## src/rtl/alu_result_tx_pkg.sv

```systemverilog
// Shared types and frame helpers for the ALU result serializer.
// A result word is split into a three-byte frame carrying a rolling sequence number.
package alu_result_tx_pkg;

   typedef enum logic [1:0] {
      TX_IDLE,
      TX_BYTE_A,
      TX_BYTE_B,
      TX_BYTE_C
   } tx_state_e;

   typedef struct packed {
      logic        carry;
      logic [17:0] res;
   } res_word_t;

   localparam int TX_FRAME_BYTES = 3;
   localparam int TX_SEQ_W       = 3;

   // idx 0/1 are the low/high result bytes; the last byte packs carry, seq and res[17:16].
   function automatic logic [7:0] frame_byte(input res_word_t w,
                                             input logic [TX_SEQ_W-1:0] seq,
                                             input logic [1:0] idx);
      logic [7:0] b;
      case (idx)
         2'd0:    b = w.res[7:0];
         2'd1:    b = w.res[15:8];
         default: b = {w.carry, seq, 2'b00, w.res[17:16]};
      endcase
      return b;
   endfunction

endpackage

```

## src/rtl/alu_result_tx_if.sv

```systemverilog
// Handshake bundle between the ALU stage, the serializer and the byte consumer.
// The slave side is the serializer; the master side drives results and out_ready.
interface alu_result_tx_if;
   logic        res_valid;
   logic        res_ready;
   logic [17:0] res_q;
   logic        carry_q;
   logic        out_valid;
   logic        out_ready;
   logic [7:0]  out_data;
   logic        out_last;

   modport slave (
      input  res_valid, res_q, carry_q, out_ready,
      output res_ready, out_valid, out_data, out_last
   );

   modport master (
      output res_valid, res_q, carry_q, out_ready,
      input  res_ready, out_valid, out_data, out_last
   );
endinterface

```

## src/rtl/alu_result_tx_res_fifo.sv

```systemverilog
// Small synchronous FIFO of result words; the head entry is readable without a pop.
// Pointers wrap naturally because DEPTH is a power of two.
module res_fifo
   import alu_result_tx_pkg::*;
#(
   parameter  int DEPTH = 2,
   localparam int CNT_W = $clog2(DEPTH + 1)
) (
   input  logic             clk,
   input  logic             rst_n,
   input  logic             i_push,
   input  logic             i_pop,
   input  res_word_t        i_data,
   output res_word_t        o_data,
   output logic             o_full,
   output logic             o_empty,
   output logic [CNT_W-1:0] o_count
);
   localparam int PTR_W = (DEPTH > 1) ? $clog2(DEPTH) : 1;

   res_word_t        r_mem [DEPTH];
   logic [PTR_W-1:0] r_wr_ptr;
   logic [PTR_W-1:0] r_rd_ptr;
   logic [CNT_W-1:0] r_count;
   logic             w_push;
   logic             w_pop;

   assign o_full  = (r_count == CNT_W'(DEPTH));
   assign o_empty = (r_count == '0);
   assign o_count = r_count;
   assign o_data  = r_mem[r_rd_ptr];
   assign w_push  = i_push && !o_full;
   assign w_pop   = i_pop && !o_empty;

   always_ff @(posedge clk) begin
      if (w_push) begin
         r_mem[r_wr_ptr] <= i_data;
      end
   end

   always_ff @(posedge clk) begin
      if (!rst_n) begin
         r_wr_ptr <= '0;
         r_rd_ptr <= '0;
         r_count  <= '0;
      end else begin
         if (w_push) r_wr_ptr <= r_wr_ptr + 1'b1;
         if (w_pop)  r_rd_ptr <= r_rd_ptr + 1'b1;
         case ({w_push, w_pop})
            2'b10:   r_count <= r_count + 1'b1;
            2'b01:   r_count <= r_count - 1'b1;
            default: r_count <= r_count;
         endcase
      end
   end
endmodule

```

## src/rtl/alu_result_tx.sv

```systemverilog
// Buffers ALU results and serializes each into a three-byte frame on an 8-bit stream.
// Back-to-back frames chain from the last byte straight into the next first byte.
module alu_result_tx
   import alu_result_tx_pkg::*;
#(
   parameter int DEPTH     = 2,
   parameter bit MSB_FIRST = 1'b0
) (
   input  logic            clk,
   input  logic            rst_n,
   alu_result_tx_if.slave  bus,
   output logic            busy
);
   localparam int         CNT_W     = $clog2(DEPTH + 1);
   localparam logic [1:0] LAST_IDX  = 2'(TX_FRAME_BYTES - 1);
   localparam logic [1:0] FIRST_IDX = MSB_FIRST ? LAST_IDX : 2'd0;
   localparam logic [1:0] FINAL_IDX = MSB_FIRST ? 2'd0 : LAST_IDX;

   tx_state_e             r_state;
   tx_state_e             w_state_next;
   res_word_t             r_frame;
   logic [TX_SEQ_W-1:0]   r_seq;
   res_word_t             w_fifo_data;
   logic                  w_full;
   logic                  w_empty;
   logic [CNT_W-1:0]      w_count;
   logic                  w_pop;

   // res_ready comes only from FIFO state, so a same-cycle pop never opens the input.
   assign bus.res_ready = !w_full;
   assign busy          = (w_count != '0) || (r_state != TX_IDLE);

   res_fifo #(.DEPTH(DEPTH)) u_fifo (
      .clk     (clk),
      .rst_n   (rst_n),
      .i_push  (bus.res_valid),
      .i_pop   (w_pop),
      .i_data  ({bus.carry_q, bus.res_q}),
      .o_data  (w_fifo_data),
      .o_full  (w_full),
      .o_empty (w_empty),
      .o_count (w_count)
   );

   always_ff @(posedge clk) begin
      if (!rst_n) begin
         r_state <= TX_IDLE;
         r_frame <= '0;
         r_seq   <= '0;
      end else begin
         r_state <= w_state_next;
         if (w_pop) r_frame <= w_fifo_data;
         if (r_state == TX_BYTE_C && bus.out_ready) r_seq <= r_seq + 1'b1;
      end
   end

   always_comb begin
      w_state_next  = r_state;
      w_pop         = 1'b0;
      bus.out_valid = 1'b0;
      bus.out_last  = 1'b0;
      bus.out_data  = 8'h00;
      case (r_state)
         TX_IDLE: begin
            if (!w_empty) begin
               w_pop        = 1'b1;
               w_state_next = TX_BYTE_A;
            end
         end
         TX_BYTE_A: begin
            bus.out_valid = 1'b1;
            bus.out_data  = frame_byte(r_frame, r_seq, FIRST_IDX);
            if (bus.out_ready) w_state_next = TX_BYTE_B;
         end
         TX_BYTE_B: begin
            bus.out_valid = 1'b1;
            bus.out_data  = frame_byte(r_frame, r_seq, 2'd1);
            if (bus.out_ready) w_state_next = TX_BYTE_C;
         end
         TX_BYTE_C: begin
            bus.out_valid = 1'b1;
            bus.out_last  = 1'b1;
            bus.out_data  = frame_byte(r_frame, r_seq, FINAL_IDX);
            if (bus.out_ready) begin
               if (!w_empty) begin
                  w_pop        = 1'b1;
                  w_state_next = TX_BYTE_A;
               end else begin
                  w_state_next = TX_IDLE;
               end
            end
         end
         default: w_state_next = TX_IDLE;
      endcase
   end
endmodule

```

## src/flat_wrapper.sv

```systemverilog
// flat-port wrapper written by rule: the top's interface ports become plain ports
module alu_result_tx_flat import alu_result_tx_pkg::*;
#(
   parameter int DEPTH     = 2,
   parameter bit MSB_FIRST = 1'b0
)
  (clk, rst_n, busy, bus_res_valid, bus_res_q, bus_carry_q, bus_out_ready, bus_res_ready, bus_out_valid, bus_out_data, bus_out_last);
  alu_result_tx_if bus_i ();
  input  logic clk;
  input  logic rst_n;
  output logic busy;
  input wire logic [$bits(bus_i.res_valid)-1:0] bus_res_valid;
  input wire logic [$bits(bus_i.res_q)-1:0] bus_res_q;
  input wire logic [$bits(bus_i.carry_q)-1:0] bus_carry_q;
  input wire logic [$bits(bus_i.out_ready)-1:0] bus_out_ready;
  output wire logic [$bits(bus_i.res_ready)-1:0] bus_res_ready;
  output wire logic [$bits(bus_i.out_valid)-1:0] bus_out_valid;
  output wire logic [$bits(bus_i.out_data)-1:0] bus_out_data;
  output wire logic [$bits(bus_i.out_last)-1:0] bus_out_last;
  assign bus_i.res_valid = bus_res_valid;
  assign bus_i.res_q = bus_res_q;
  assign bus_i.carry_q = bus_carry_q;
  assign bus_i.out_ready = bus_out_ready;
  assign bus_res_ready = bus_i.res_ready;
  assign bus_out_valid = bus_i.out_valid;
  assign bus_out_data = bus_i.out_data;
  assign bus_out_last = bus_i.out_last;
  alu_result_tx #(.DEPTH(DEPTH), .MSB_FIRST(MSB_FIRST)) u_core (.clk(clk), .rst_n(rst_n), .bus(bus_i), .busy(busy));
endmodule
```

## config.mk

```make
export PLATFORM = sky130hd
export DESIGN_NAME = alu_result_tx_flat
export DESIGN_NICKNAME = d
export VERILOG_FILES = /design/src/rtl/alu_result_tx_pkg.sv /design/src/rtl/alu_result_tx_if.sv /design/src/rtl/alu_result_tx_res_fifo.sv /design/src/rtl/alu_result_tx.sv /design/src/flat_wrapper.sv
export SDC_FILE = /design/constraint.sdc
export NUM_CORES = 1
export LEC_CHECK = 0
export ABC_CLOCK_PERIOD_IN_PS = 2029
export CAP_MARGIN = 25
export CELL_PAD_IN_SITES_DETAIL_PLACEMENT = 1
export CELL_PAD_IN_SITES_GLOBAL_PLACEMENT = 1
export CORE_AREA = 4 4 104 76
export CTS_BUF_LIST = sky130_fd_sc_hd__clkbuf_4
export CTS_CLUSTER_DIAMETER = 100
export DETAILED_ROUTE_END_ITERATION = 16
export DIE_AREA = 0 0 108 80
export HOLD_SLACK_MARGIN = 0.02
export PLACE_DENSITY_LB_ADDON = 0.1
export SLEW_MARGIN = 20
export SYNTH_ARGS = -nofsm -noshare
export SYNTH_HDL_FRONTEND = slang
export SYNTH_SLANG_ARGS = --single-unit
```

## constraint.sdc

```tcl
create_clock -name clk -period 2.03 [get_ports clk]
set_input_delay 0.3045 -clock clk [delete_from_list [all_inputs] [get_ports clk]]
set_output_delay 0.3045 -clock clk [all_outputs]
set_load 0.05 [all_outputs]
```

==> results of run 1 <==
-- registers in the layout (all words and copies together) (netlist names) --
register,flops
u_core.u_fifo.r_mem,38
u_core.r_frame,19
u_core.r_seq,3
u_core.r_state,2
u_core.u_fifo.o_count,2
u_core.u_fifo.r_rd_ptr,1
u_core.u_fifo.r_wr_ptr,1
-- worst max-delay path: stages, from the launching register on --
cell      delay (ns)
dfxtp_4         0.38
buf_6           0.12
ha_4            0.19
buf_2           0.17
a222oi_1        0.23
nor2_1          0.10
buf_6           0.18
-- final timing paths --
path / cells after the start / start / end / slack (ns)
hold reg to reg: 2 / u_core.r_seq[1] / u_core.r_seq[1] / 0.50
setup reg to reg: 7 / u_core.r_state[0] / u_core.u_fifo.o_count[1] / 0.09
setup / recovery: 6 / u_core.r_state[1] / bus_out_data[1] / -0.06
hold / removal: 1 / bus_carry_q / u_core.u_fifo.r_mem[1][18] / 0.48
-- report_power, final --
| group | leakage [uW] | total (uW) | internal, uW | switching (uW) |
|---|---|---|---|---|
| clock network | 0.0000866 | 977 | 535 | 442 |
| registers | 0.000587 | 1850 | 1680 | 166 |
| logic | 0.000573 | 2340 | 1010 | 1330 |
-- through the flow --
step           total power [uW]  std cells  TNS [ns]  setup slack, ns
6_report                   5170        355   -0.0770          -0.0550
5_1_grt                    5470        355    -0.852           -0.135
4_1_cts                    5020        350    -0.125          -0.0474
3_5_place_dp               3910        330         0          0.00424
3_3_place_gp               3800        330         0            0.124
2_1_floorplan              3440        206         0           0.0172
-- layout make-up --
type,instances,area [um^2],share of cell area
flip-flops and latches,66,1710,0.471
multi-input cells,120,1070,0.296
repair buffers,54,549,0.151
well taps,94,118,0.0324
clock buffers,12,90.1,0.0248
clock inverters,4,67.6,0.0186
inverters,5,23.8,0.00655
-- cell families (layout without fill, tap and decap cells) --
group           count (synthesis)  count (layout)  synth area share
compound gates                 62              62             0.194
xor+xnor                        4               4            0.0123
fa+ha+maj                       7               7            0.0309
buf+inv                        20              75            0.0485
flops                          66              66             0.600
mux                            20              20            0.0705
simple gates                   27              27            0.0445
-- per-layer routing --
layer | vias to the layer above | GRT usage | wire length (um)
met5 | - | 0 | 0
met4 | 0 | 0.0567 | 108
met3 | 11 | 0.0550 | 268
met2 | 40 | 0.284 | 3410
met1 | 910 | 0.195 | 2980
li1 | 884 | - | -
-- timing repair --
action / 4_1_cts / 5_1_grt
pin swaps: 5 / 14
setup endpoints to repair: 10 / 10
resized for setup: 18 / 13
buffers inserted: 4 / 5
endpoints found under the hold margin: 0 / 0
-- placed cells by master, fill, tap and decap left out, types with 4 or more instances in the layout --
cell,Yosys,final
a21oi_1,15,13
buf_4,0,16
a222oi_1,6,6
edfxtp_1,38,38
a21oi_2,10,12
dfxtp_1,28,26
a211oi_2,19,19
buf_12,2,4
clkdlybuf4s50_1,0,22
clkbuf_4,0,12
mux2i_1,20,20
ha_4,0,4
nand2_1,6,6
buf_6,3,11
nor2_1,12,10
==> flow_metrics.py, run 1 <==
metrics = {
    "outcome": {
        "status": "finished with violations",
        "failed_checks": "negative setup slack",
    },
    "clock_tree": {
        "clockBufferDepth": 2,
        "cts_tree": "built",
        "cts_buffers": 9,
        "clock_latency_ns": 0.41,
        "postCtsHoldBufs": 0,
        "clk_pin_slew_ns": 0.10,
        "root_buffer": "clkbuf_4",
        "clock_sinks": 66,
        "htree_levels": 3,
    },
    "synth": {
        "ys_top_cells_by_count": "edfxtp_1 (38), dfxtp_1 (28), mux2i_1 (20)",
        "syn_nets": 236,
        "synthDistinctLibCells": 35,
        "synth_area_leaders": "edfxtp_1 (40%), dfxtp_1 (20%), a211oi_2 (8.4%)",
        "yosysTopAreaCellShare": 0.402,
        "ys.flop_type": "edfxtp_1",
        "ys_ff_latch": 66,
        "synth_seq_area_share": 0.600,
        "yosysTopAreaCell": "edfxtp_1",
        "yosysMostFrequentCell": "edfxtp_1",
        "syn_inst": 206,
        "syn_avg_cell_area_um2": 13.8,
        "netlist_area_mm2": 0.00284,
        "synthArstFlopShare": 0,
        "synth_warnings": 0,
        "synth_edf_count": 38,
    },
    "finish": {
        "fill_cells": 696,
        "syn_to_final_growth_pct": 28.0,
        "fin_util": 0.535,
        "final_area_mm2": 0.00363,
        "fin_nets": 286,
        "drive_above_1_share": 0.356,
        "diodes": 0,
    },
    "floorplan": {
        "die_h_um": 80,
        "die_area_mm2": 0.00864,
        "core_area_mm2": 0.00679,
        "initial_core_util": 0.418,
        "rows": 25,
        "io_pins": 35,
        "die_x_um": 108,
    },
    "timing": {
        "setup_viol": 2,
        "setup_ws_ns": -0.0550,
        "hold_viol": 0,
        "rsz0062_at_grt": "true",
        "holdWs_ns": 0.477,
        "maxSlewHeadroom": 0.603,
        "finClkSkew_ns": 0.0163,
        "tightest_slew_ns": 0.595,
        "period_needed_ns": 2.09,
        "drv_slew": 0,
        "max_freq_ghz": 0.480,
        "timing.final.crit_share": 1.03,
    },
    "global_routing": {
        "grt_pass1_vias": 2043,
        "grt_pass1_wl_um": 10700,
        "antenna_found_initial": 0,
        "grt_max_degree": 24,
        "grt-ovfl-total": 0,
        "grtUsageTotal": 0.166,
    },
    "route": {
        "vias_per_cell": 5.20,
        "drt_first_iter_violations": 81,
        "wl_per_cell_um": 19.1,
        "dr.pass1.iters": 4,
        "drc": 0,
        "ant_nets": 0,
        "drt_wl_total_um": 6770,
        "vias": 1845,
    },
    "power": {
        "powerDensity_mw_per_mm2": 1420,
        "p_leak_uw": 0.00125,
        "ir_worst_vdd_mv": 0.563,
    },
    "setup_path": {
        "crit_fanout": 6,
        "critPathArrivalTime_ns": 1.78,
        "worstSetupPathType": "register to output pin",
        "cp-start-kind": "register",
        "required_ns": 1.73,
        "endpoint_kind": "output pin",
    },
    "placement": {
        "dpl_cell_area_mm2": 0.00330,
        "dp_hpwl_um": 4440,
        "port_buffers": 34,
        "place_congestion": 0.698,
    },
    "run": {
        "cap_violations": 0,
    },
    "worst_hold_path": {
        "holdCritPathClass": "input port to register",
    },
}
Note: power is estimated with default switching activity, not from simulation.
==> run 2, diff against run 1 <==
Settings changed: ABC_CLOCK_PERIOD_IN_PS 2029 to not set, CORE_AREA 4 4 104 76 to 4 4 98 73, DIE_AREA 0 0 108 80 to 0 0 102 77.
Clock period 2.03 ns to 2.1 ns, I/O delays scaled along.
==> run 2 against run 1 <==
Against the previous run: the run still ends with negative setup slack left; setup slack improved by 0.052 ns; core utilization is 4.0 points higher; via count up 2.2%; critical path depth is 1 lower; sequential power down 3%; global-route usage is 2.6 points higher; non-clock buffer count fell by 3; clock skew shrank 0.0030 ns; first-iteration DRC count is 51% higher; cell area decreased by 3.0%; combinational power decreased by 12%; critical endpoint is now bus_out_data[6]; largest cell class unchanged; largest power group unchanged.
==> flow_metrics.py, run 2 (synthesis results as in run 1) <==
metrics = {
    "floorplan": {
        "die_h_um": 77,
        "die_area_mm2": 0.00785,
        "die_x_um": 102,
        "core_area_mm2": 0.00613,
        "io_pins": 35,
        "initial_core_util": 0.463,
        "rows": 24,
    },
    "route": {
        "drt_first_iter_violations": 122,
        "highest_layer": "met4",
        "dr.pass1.iters": 4,
        "ant_nets": 0,
        "drt-met1-wl_um": 3000,
        "vias_per_cell": 5.61,
        "drt_wl_total_um": 7100,
        "met3_length_um": 312,
        "met2_length_um": 3640,
        "drc": 0,
        "vias": 1885,
        "wl_per_cell_um": 21.1,
    },
    "timing": {
        "holdWs_ns": 0.474,
        "setup_viol": 1,
        "rsz0062_at_grt": "true",
        "finClkSkew_ns": 0.0133,
        "max_freq_ghz": 0.475,
        "timing.final.crit_share": 1.00,
        "tns_ns": -0.00312,
        "tightest_slew_ns": 0.397,
        "maxSlewHeadroom": 0.735,
        "period_needed_ns": 2.10,
        "setup_ws_ns": -0.00312,
        "drv_slew": 0,
        "hold_viol": 0,
    },
    "setup_path": {
        "critPathArrivalTime_ns": 1.79,
        "cp-start-kind": "register",
        "endpoint_kind": "output pin",
        "required_ns": 1.78,
        "worst-r2r-cell-count": 7,
        "r2r-end": "u_core.u_fifo.o_count[1]",
        "r2r_slack_ns": 0.11,
        "worstSetupPathType": "register to output pin",
        "r2r_start": "u_core.r_state[0]",
        "crit_fanout": 5,
    },
    "clock_tree": {
        "htree_levels": 3,
        "root_buffer": "clkbuf_4",
        "clk_pin_slew_ns": 0.12,
        "cts_tree": "built",
        "clockBufferDepth": 2,
        "cts_buffers": 9,
        "clock_latency_ns": 0.41,
        "clock_sinks": 66,
        "postCtsHoldBufs": 0,
    },
    "power": {
        "power_uw": 4720,
        "ir_worst_vdd_mv": 0.586,
        "p_leak_uw": 0.00121,
        "powerDensity_mw_per_mm2": 1340,
    },
    "finish": {
        "fill_cells": 610,
        "top_register": "u_core.u_fifo.r_mem",
        "diodes": 0,
        "layout_common_cells": "edfxtp_1 (38), dfxtp_1 (26), clkdlybuf4s50_1 (22)",
        "layout_commonest_cell": "edfxtp_1",
        "drive_above_1_share": 0.341,
        "largest_register_ffs": 38,
        "reg_top3": "u_core.u_fifo.r_mem x38, u_core.r_frame x19, u_core.r_seq x3",
        "stdcell_count": 336,
        "fin_nets": 283,
        "syn_to_final_growth_pct": 24.2,
    },
    "global_routing": {
        "grt_pass1_vias": 2148,
        "grtUsageTotal": 0.192,
        "grt_pass1_wl_um": 11200,
        "antenna_found_initial": 0,
        "grt_max_degree": 22,
        "grt-ovfl-total": 0,
    },
    "placement": {
        "placed_cells": 313,
        "port_buffers": 34,
        "dp_slack_ns": 0.0817,
        "place_congestion": 0.798,
        "dp_hpwl_um": 4580,
    },
    "worst_hold_path": {
        "holdPathStages": 1,
        "worstHoldStart": "bus_res_q[17]",
        "hold_path_end": "u_core.u_fifo.r_mem[0][17]",
        "holdCritPathClass": "input port to register",
    },
    "run": {
        "cap_violations": 0,
    },
    "outcome": {
        "failed_checks": "negative setup slack",
        "status": "finished with violations",
    },
}
[run 2: cell types whose count changed in the layout (fill, tap and decap cells not counted), moves of 2 or more]
cell | previous run | this run
buf_4 | 16 | 18
buf_6 | 11 | 8
clkbuf_4 | 12 | 10
clkinv_1 | 2 | 0
clkinvlp_4 | 0 | 2
[run 2: worst max path at each step]
stage	from	to	slack, ns	cells after the start
after floorplan	u_core.r_state[1]	u_core.u_fifo.o_count[1]	0.01	7
after global routing	u_core.r_state[0]	bus_out_data[6]	-0.08	5
final	u_core.r_state[0]	bus_out_data[6]	-0.003	5
after CTS	u_core.r_state[0]	busy	0.02	4
after detailed placement	u_core.r_state[0]	u_core.u_fifo.o_count[1]	0.08	7
after global placement	bus_out_ready	u_core.u_fifo.o_count[1]	0.19	6
[run 2: worst max-delay path: stages (launching register included)]
cell and delay (ns):
dfxtp_4 0.39, ha_4 0.19, buf_6 0.13, a222oi_1 0.39
nor2_1 0.12, buf_6 0.17
[run 2: where the power goes]
group          total (uW)  switching [uW]  internal, uW
combinational        2070            1260           811
sequential           1800             167          1630
clock                 855             475           380
[run 2: metrics by stage]
step | instance area, um^2 | utilization
6_report | 3520 | 0.575
3_3_place_gp | 3240 | 0.530
2_1_floorplan | 2840 | -
4_1_cts | 3470 | 0.567
5_1_grt | 3520 | 0.575
3_5_place_dp | 3240 | 0.530
[run 2: cell type report]
cell class / count / area [um^2] / area share
inverters: 5 / 21.3 / 0.00604
repair buffers: 51 / 505 / 0.143
clock inverters: 6 / 67.6 / 0.0192
clock buffers: 10 / 75.1 / 0.0213
well taps: 78 / 97.6 / 0.0277
flip-flops and latches: 66 / 1710 / 0.485
multi-input cells: 120 / 1050 / 0.297
[run 2: timing repair]
item | 4_1_cts | 5_1_grt
pin swaps | 7 | 10
setup buffers | 4 | 3
resized for setup | 14 | 9
endpoints found under the setup margin | 9 | 8
[run 2: metal layers]
metal  vias up  track usage
met2        47        0.326
met5         -            0
met4         0       0.0642
li1        876            -
met3        12       0.0671
met1       950        0.223
